File: config.mk
export PLATFORM = sky130hd
export DESIGN_NAME = instr_prefetch_queue
export DESIGN_NICKNAME = d
export VERILOG_FILES = /design/src/rtl/instr_prefetch_queue_pkg.sv /design/src/rtl/instr_prefetch_queue_pq_fifo_mem.sv /design/src/rtl/instr_prefetch_queue.sv
export SDC_FILE = /design/constraint.sdc
export NUM_CORES = 1
export LEC_CHECK = 0
export BUFFER_PORTS_ARGS = -buffer_cell sky130_fd_sc_hd__buf_4
export CELL_PAD_IN_SITES_DETAIL_PLACEMENT = 0
export CELL_PAD_IN_SITES_GLOBAL_PLACEMENT = 1
export CORE_MARGIN = 2
export CORE_UTILIZATION = 51
export DETAILED_ROUTE_END_ITERATION = 8
export GPL_TIMING_DRIVEN = 1
export PLACE_DENSITY_LB_ADDON = 0.2
export SYNTH_ARGS = -nofsm -noshare
export SYNTH_HDL_FRONTEND = slang
export SYNTH_SLANG_ARGS = --single-unit
File: constraint.sdc
create_clock -name clk -period 6.99 [get_ports clk]
set_clock_uncertainty 0.1 [all_clocks]
set_input_delay 1.7475 -clock clk [delete_from_list [all_inputs] [get_ports clk]]
set_output_delay 1.7475 -clock clk [all_outputs]
set_load 0.02 [all_outputs]
File: src/rtl/instr_prefetch_queue_pkg.sv
// Shared definitions for the fetch stage: word width, the value shown when the queue
// is empty, and the default reset fetch address.
package instr_prefetch_queue_pkg;
  localparam int              WORD_W         = 16;
  localparam logic [15:0]     NOP_INSTR      = 16'h0000;
  localparam logic [15:0]     RST_PC_DEFAULT = 16'h0000;
endpackage

File: src/rtl/instr_prefetch_queue_pq_fifo_mem.sv
// Prefetch queue storage: DEPTH entries of {pc, instr}. Synchronous write, combinational read.
// The array has no reset; entry validity comes only from the pointers in the top.
module pq_fifo_mem
  import instr_prefetch_queue_pkg::*;
#(
  parameter int DEPTH = 4,
  parameter int AW    = $clog2(DEPTH)
) (
  input  logic                  clk,
  input  logic                  wrEn,
  input  logic [AW-1:0]         wrAddr,
  input  logic [2*WORD_W-1:0]   wrData,
  input  logic [AW-1:0]         rdAddr,
  output logic [2*WORD_W-1:0]   rdData
);

  logic [2*WORD_W-1:0] mem [DEPTH];

  always_ff @(posedge clk) begin
    if (wrEn) mem[wrAddr] <= wrData;
  end

  assign rdData = mem[rdAddr];

endmodule

File: src/rtl/instr_prefetch_queue.sv
// Fetch stage feeding decode. It drives the instruction memory address, queues each
// fetched word with its PC, absorbs decode stalls and flushes on redirect.
module instr_prefetch_queue
  import instr_prefetch_queue_pkg::*;
#(
  parameter int                 DEPTH   = 4,
  parameter logic [WORD_W-1:0]  PC_STEP = 16'd1,
  parameter logic [WORD_W-1:0]  RST_PC  = RST_PC_DEFAULT
) (
  input  logic                      clk,
  input  logic                      reset,
  output logic [15:0]               imem_addr,
  output logic                      imem_req,
  input  logic                      imem_ready,
  input  logic [15:0]               imem_rdata,
  input  logic                      redirect,
  input  logic [15:0]               redirect_pc,
  input  logic                      dec_stall,
  output logic                      instr_valid,
  output logic [15:0]               instr_out,
  output logic [15:0]               instr_pc,
  output logic [$clog2(DEPTH):0]    occupancy,
  output logic [15:0]               fetch_count
);

  localparam int          AW      = $clog2(DEPTH);
  localparam logic [AW:0] PTR_ONE = {{AW{1'b0}}, 1'b1};

  logic [AW:0]          rdPtr, wrPtr;
  logic [WORD_W-1:0]    fetchPc;
  logic [WORD_W-1:0]    fetchCount;
  logic                 full, empty, pop, push;
  logic [2*WORD_W-1:0]  headEntry;

  // The extra pointer bit tells a full queue apart from an empty one.
  assign empty = (rdPtr == wrPtr);
  assign full  = (rdPtr[AW-1:0] == wrPtr[AW-1:0]) && (rdPtr[AW] != wrPtr[AW]);

  assign pop      = instr_valid & ~dec_stall & ~redirect;
  assign imem_req = ~redirect & (~full | pop);
  assign push     = imem_req & imem_ready;

  pq_fifo_mem #(
    .DEPTH (DEPTH),
    .AW    (AW)
  ) u_mem (
    .clk    (clk),
    .wrEn   (push),
    .wrAddr (wrPtr[AW-1:0]),
    .wrData ({fetchPc, imem_rdata}),
    .rdAddr (rdPtr[AW-1:0]),
    .rdData (headEntry)
  );

  always_ff @(posedge clk or posedge reset) begin
    if (reset) begin
      rdPtr      <= '0;
      wrPtr      <= '0;
      fetchPc    <= RST_PC;
      fetchCount <= '0;
    end else if (redirect) begin
      rdPtr   <= '0;
      wrPtr   <= '0;
      fetchPc <= redirect_pc;
    end else begin
      if (push) begin
        wrPtr   <= wrPtr + PTR_ONE;
        fetchPc <= fetchPc + PC_STEP;
        if (fetchCount != 16'hFFFF) fetchCount <= fetchCount + 16'd1;
      end
      if (pop) rdPtr <= rdPtr + PTR_ONE;
    end
  end

  assign imem_addr   = fetchPc;
  assign instr_valid = ~empty;
  assign instr_out   = instr_valid ? headEntry[WORD_W-1:0] : NOP_INSTR;
  assign instr_pc    = instr_valid ? headEntry[2*WORD_W-1:WORD_W] : '0;
  assign occupancy   = wrPtr - rdPtr;
  assign fetch_count = fetchCount;

endmodule

==> results of run 1 <==
## stage by stage
step / util [%] / cells / instance area, sq um
finish: 63.4 / 717 / 8430
global placement: 59.5 / 685 / 7910
floorplan: - / 420 / 6950
CTS: 63.4 / 717 / 8430
detailed placement: 59.5 / 685 / 7910
global route: 63.4 / 717 / 8430
## where the power goes
| group | internal [W] | total [W] | switching, W | leakage [nW] |
|---|---|---|---|---|
| combinational | 0.000275 | 0.000593 | 0.000318 | 1.22 |
| sequential | 0.00112 | 0.00119 | 0.0000621 | 1.65 |
| clock | 0.000483 | 0.000839 | 0.000356 | 0.251 |
## critical path, stage by stage, from the launching register on
cell and delay [ns]:
dfrtp_2 0.96, inv_1 0.11, ha_1 0.36, and3_2 0.69, nor2b_1 0.16, buf_4 0.20
## registers in the layout, indices dropped and copies added (netlist names)
signal,cells
fetch_count,16
imem_addr,16
rdPtr,3
u_mem.mem,128
wrPtr,3
## final timing paths
kind,cells past startpoint,endpoint,slack [ns],start
min reg2reg,1,fetch_count[9],0.39,fetch_count[9]
max in group asynchronous,3,rdPtr[0],5.09,reset
max reg2reg,5,u_mem.mem[3][1],3.75,rdPtr[1]
min in group asynchronous,3,imem_addr[2],1.33,reset
min,1,fetch_count[9],0.39,fetch_count[9]
max,5,instr_pc[11],2.21,rdPtr[1]
## logic make-up after synthesis
kind of cell | after synthesis | synth area share (%)
AND/OR/NAND/NOR | 116 | 8.95
AO/OA/AOI/OAI | 26 | 2.52
flip-flops | 166 | 69.0
XOR/XNOR | 36 | 4.81
multiplexers | 37 | 11.2
adder cells (fa/ha/maj) | 10 | 1.91
buffers and inverters | 29 | 1.66
## cell type report
class	instances	area, sq um	share of cell area, %
Multi-Input combinational cell	225	2040	24.2
Clock inverter	11	85.1	1.01
Timing Repair Buffer	107	803	9.53
Tap cell	176	220	2.61
Inverter	11	41.3	0.490
Clock buffer	21	440	5.22
Sequential cell	166	4800	56.9
## per-layer routing
metal  wire (microns)  up-vias  share of wire, %  track usage, %
met2             6070      124                47            28.1
met3              763       20               5.9            5.00
met4              206        0               1.6            7.19
met1             5840     1909                45            26.2
li1                 -     1781                 -               -
met5                0        -                 0               0
## cells in the mapped netlist, types with 2 or more instances
cell type	count
edfxtp_1	128
dfrtp_1	38
mux4_2	32
nor2b_1	32
nand2_1	29
xnor2_1	21
o21ai_0	15
xor2_1	14
clkbuf_1	13
nor2_1	12
inv_1	11
nand3_1	10
ha_1	9
nor3_1	8
buf_2	5
nand4_1	5
and2_1	4
and3_2	4
mux2_2	4
a21oi_1	3
and4_1	3
nand2b_1	2
nor2_2	2
==> results_dict.tcl, run 1 <==
set metrics [dict create \
    design.final.nets 575 \
    dr.pass1.iters 4 \
    wire_per_inst_microns 18.0 \
    synthFlopType "edfxtp_1" \
    synth_area_sq_mm 0.00695 \
    die_area_sq_mm 0.0146 \
    final_cell_mix "edfxtp_1, buf_4, dfrtp_1, mux4_2, nor2b_1" \
    cts_inserted_buffers 17 \
    tritoncts "done" \
    status "complete, no violations" \
    max-vdd-ir-drop_uv 159 \
    fill_cells 962 \
    grt_max_degree 41 \
    ys_ff_latch 166 \
    cts_setup_buffers 0 \
    place_congestion 0.788 \
    grt_usage_pct 18.7 \
    ctsRootBufferMaster "clkbuf_16" \
    fp.dieW_microns 121 \
    async_flop_share_pct 22.9 \
    antenna_cells 0 \
    worst_setup_path_end_kind "primary output" \
    avgViaCountPerCell 5.35 \
    htree_num_levels 4 \
    drv_slew 0 \
    critical_path_arrival_ns 2.93 \
    critPathRequiredTime_ns 5.14 \
    dpl_worst_slack_ns 2.59 \
    fin_tns_setup_ns 0 \
    die_h_microns 121 \
    slew_headroom_pct 39.0 \
    synthTopCellsByArea "edfxtp_1, dfrtp_1, mux4_2" \
    rows 42 \
    initial_core_util_pct 52.3 \
    cts.sinks 166 \
    yosysWarningCount 0 \
    grt_pass1_wl_microns 20100 \
    hold_viol 0 \
    synth_edf_count 128 \
    holdWs_ns 0.390 \
    ioPinCount 106 \
    drtAntennaViolNets 0 \
    total_power_w 0.00262 \
    path_clk_slew_ns 0.06 \
    crit_path_start_kind "flop" \
    yosysSeqAreaShare_pct 69.0 \
    detail_route.wirelength_microns 12900 \
    ctsHoldBuffers 0 \
    drt_iter0_drc 306 \
    portBuffers 105 \
    drive_above_1_share_pct 34.8 \
    drv.max_cap_violation_count 0 \
    rsz0062_at_grt "false" \
    overflow 0 \
    tightest_slew_ns 0.915 \
    synth_cells 420 \
    timing.final.crit_period_ns 4.78 \
    setup_slack_ns 2.21 \
    timing.final.crit_share_pct 68.4 \
    syn-num-nets 467 \
    synth_cell_types 39 \
    drc 0 \
    antenna_found_initial 0 \
    syn_to_final_growth_pct 21.3 \
    layout_commonest_cell "edfxtp_1" \
    vias 3834 \
    syn_area_per_cell_sq_um 16.5 \
    dpl.hpwl_microns 7670 \
    cts-resized-gates 0 \
    hp-class "flop to flop" \
    yosysTopAreaCell "edfxtp_1" \
    power.leakage_nw 3.12 \
    first_global_vias 3802 \
    setup_violations 0 \
    worstPathMaxFanout 36 \
    path_class "flop to primary output" \
    power_density_mw_per_mm2 310 \
    synth_top_cell_area_share_pct 55.3 \
    core-area_sq_mm 0.0133 \
    cts_max_path_buffers 2 \
    clk_latency_ns 0.43 \
    clock.fmax_ghz 0.209 \
]
(Power assumes the default switching activity.)
==> run 2, diff against run 1 <==
CORE_UTILIZATION = 47   (was 51)
clock period = 5 ns   (was 6.99 ns; I/O delays follow)
==> run 2 against run 1 <==
  * Critical path depth did not move
  * Wire length rose by 6.9%
  * Via count rose by 0.39%
  * First-iteration DRC count fell by 22%
  * Global-route usage fell by 0.37 points
  * Utilization fell by 4.6 points
  * Cell count rose by 1.3%
  * Clock power rose by 55%
  * Non-clock buffer count rose by 1
  * Sequential share of layout area fell by 0.54 points
  * Register-to-register slack got worse by 1.4 ns
  * Critical endpoint is now instr_pc[0]
  * Sequential cell count did not move
==> results_dict.tcl, run 2 (synthesis results as in run 1) <==
set metrics [dict create \
    status "complete, no violations" \
    layout.cells.non_filler 726 \
    design.final.nets 576 \
    timing.final.crit_period_ns 3.72 \
    cts.sinks 166 \
    ctsHoldBuffers 0 \
    die_h_microns 126 \
    power.leakage_nw 3.15 \
    tritoncts "done" \
    syn_to_final_growth_pct 22.5 \
    grt_pass1_wl_microns 21900 \
    drive_above_1_share_pct 35.4 \
    final_cell_mix "edfxtp_1, buf_4, dfrtp_1, mux4_2, nor2b_1" \
    clock.fmax_ghz 0.269 \
    portBuffers 105 \
    timing.final.crit_share_pct 74.3 \
    clk_latency_ns 0.42 \
    worst_setup_path_end_kind "primary output" \
    cts_setup_buffers 0 \
    rsz0062_at_grt "false" \
    largest_register_ffs 128 \
    ioPinCount 106 \
    drv_slew 0 \
    drc 0 \
    path_clk_slew_ns 0.06 \
    detail_route.wirelength_microns 13800 \
    drv.max_cap_violation_count 0 \
    avgViaCountPerCell 5.30 \
    initial_core_util_pct 48.0 \
    fp.dieW_microns 126 \
    critical_path_arrival_ns 2.37 \
    drtAntennaViolNets 0 \
    ctsRootBufferMaster "clkbuf_16" \
    fin_tns_setup_ns 0 \
    setup_slack_ns 1.28 \
    dpl_worst_slack_ns 1.68 \
    worstPathMaxFanout 34 \
    vias 3849 \
    place_congestion 0.740 \
    dpl.hpwl_microns 8340 \
    largest-register "u_mem.mem" \
    cts-resized-gates 0 \
    max-vdd-ir-drop_uv 226 \
    slew_headroom_pct 37.6 \
    power_density_mw_per_mm2 446 \
    hold_viol 0 \
    overflow 0 \
    grt_max_degree 41 \
    antenna_found_initial 0 \
    setup_violations 0 \
    first_global_vias 4071 \
    crit_path_start_kind "flop" \
    drt_iter0_drc 240 \
    wire_per_inst_microns 19.0 \
    htree_num_levels 4 \
    tightest_slew_ns 0.935 \
    path_class "flop to primary output" \
    dr.pass1.iters 4 \
    antenna_cells 0 \
    hp-class "flop to flop" \
    core-area_sq_mm 0.0145 \
    critPathRequiredTime_ns 3.65 \
    rows 44 \
    placed_cells 694 \
    post-route-util_pct 58.8 \
    cts_inserted_buffers 17 \
    grt_usage_pct 18.3 \
    layout_commonest_cell "edfxtp_1" \
    die_area_sq_mm 0.0158 \
    cts_max_path_buffers 2 \
]
## run 2: changes by cell type in the layout (fill, tap and decap cells not counted), sizes merged
cell      change
clkbuf        -3
buf           +1
clkinvlp      +2
inv           +1
clkinv        -2
bufinv        +2
## run 2: per-layer routing
| metal | part of all wire [%] | GRT usage [%] | up-vias |
|---|---|---|---|
| met4 | 1.3 | 5.49 | 0 |
| met2 | 50 | 29.4 | 96 |
| met1 | 44 | 24.7 | 1947 |
| met5 | 0 | 0 | - |
| li1 | - | - | 1788 |
| met3 | 4.8 | 4.92 | 18 |
## run 2: final timing paths
kind,from,to,slack [ns],cells past startpoint
setup / recovery,wrPtr[0],instr_pc[0],1.28,5
hold / removal,fetch_count[15],fetch_count[15],0.39,1
setup reg to reg,wrPtr[0],u_mem.mem[3][18],2.33,5
hold reg to reg,fetch_count[15],fetch_count[15],0.39,1
max in group asynchronous,reset,rdPtr[0],3.57,3
min in group asynchronous,reset,imem_addr[1],0.85,3
## run 2: critical path, cell delays in order (launching register included)
cell and delay (ns):
dfrtp_1 0.42, inv_1 0.10, ha_1 0.35, and3_2 0.70, nor2b_1 0.16, buf_4 0.20
## run 2: through the flow
step	cell area (sq um)	power [W]	hold WS, ns
6_report	8510	0.00380	0.392
5_1_grt	8510	0.00395	0.419
4_1_cts	8510	0.00384	0.396
3_5_place_dp	7920	0.00254	0.383
3_3_place_gp	7920	0.00253	0.374
2_1_floorplan	6950	0.00220	0.459
## run 2: cell type report
class | count | area, sq um
Clock buffer | 18 | 429
Clock inverter | 14 | 159
Tap cell | 184 | 230
Fill cell | 1124 | 5970
Timing Repair Buffer | 108 | 811
Multi-Input combinational cell | 225 | 2040
Inverter | 11 | 41.3
Sequential cell | 166 | 4800
## run 2: power by group
part | total, W | switching, W | internal [W]
Clock | 0.00130 | 0.000521 | 0.000779
Combinational | 0.000850 | 0.000464 | 0.000386
Sequential | 0.00165 | 0.0000754 | 0.00157
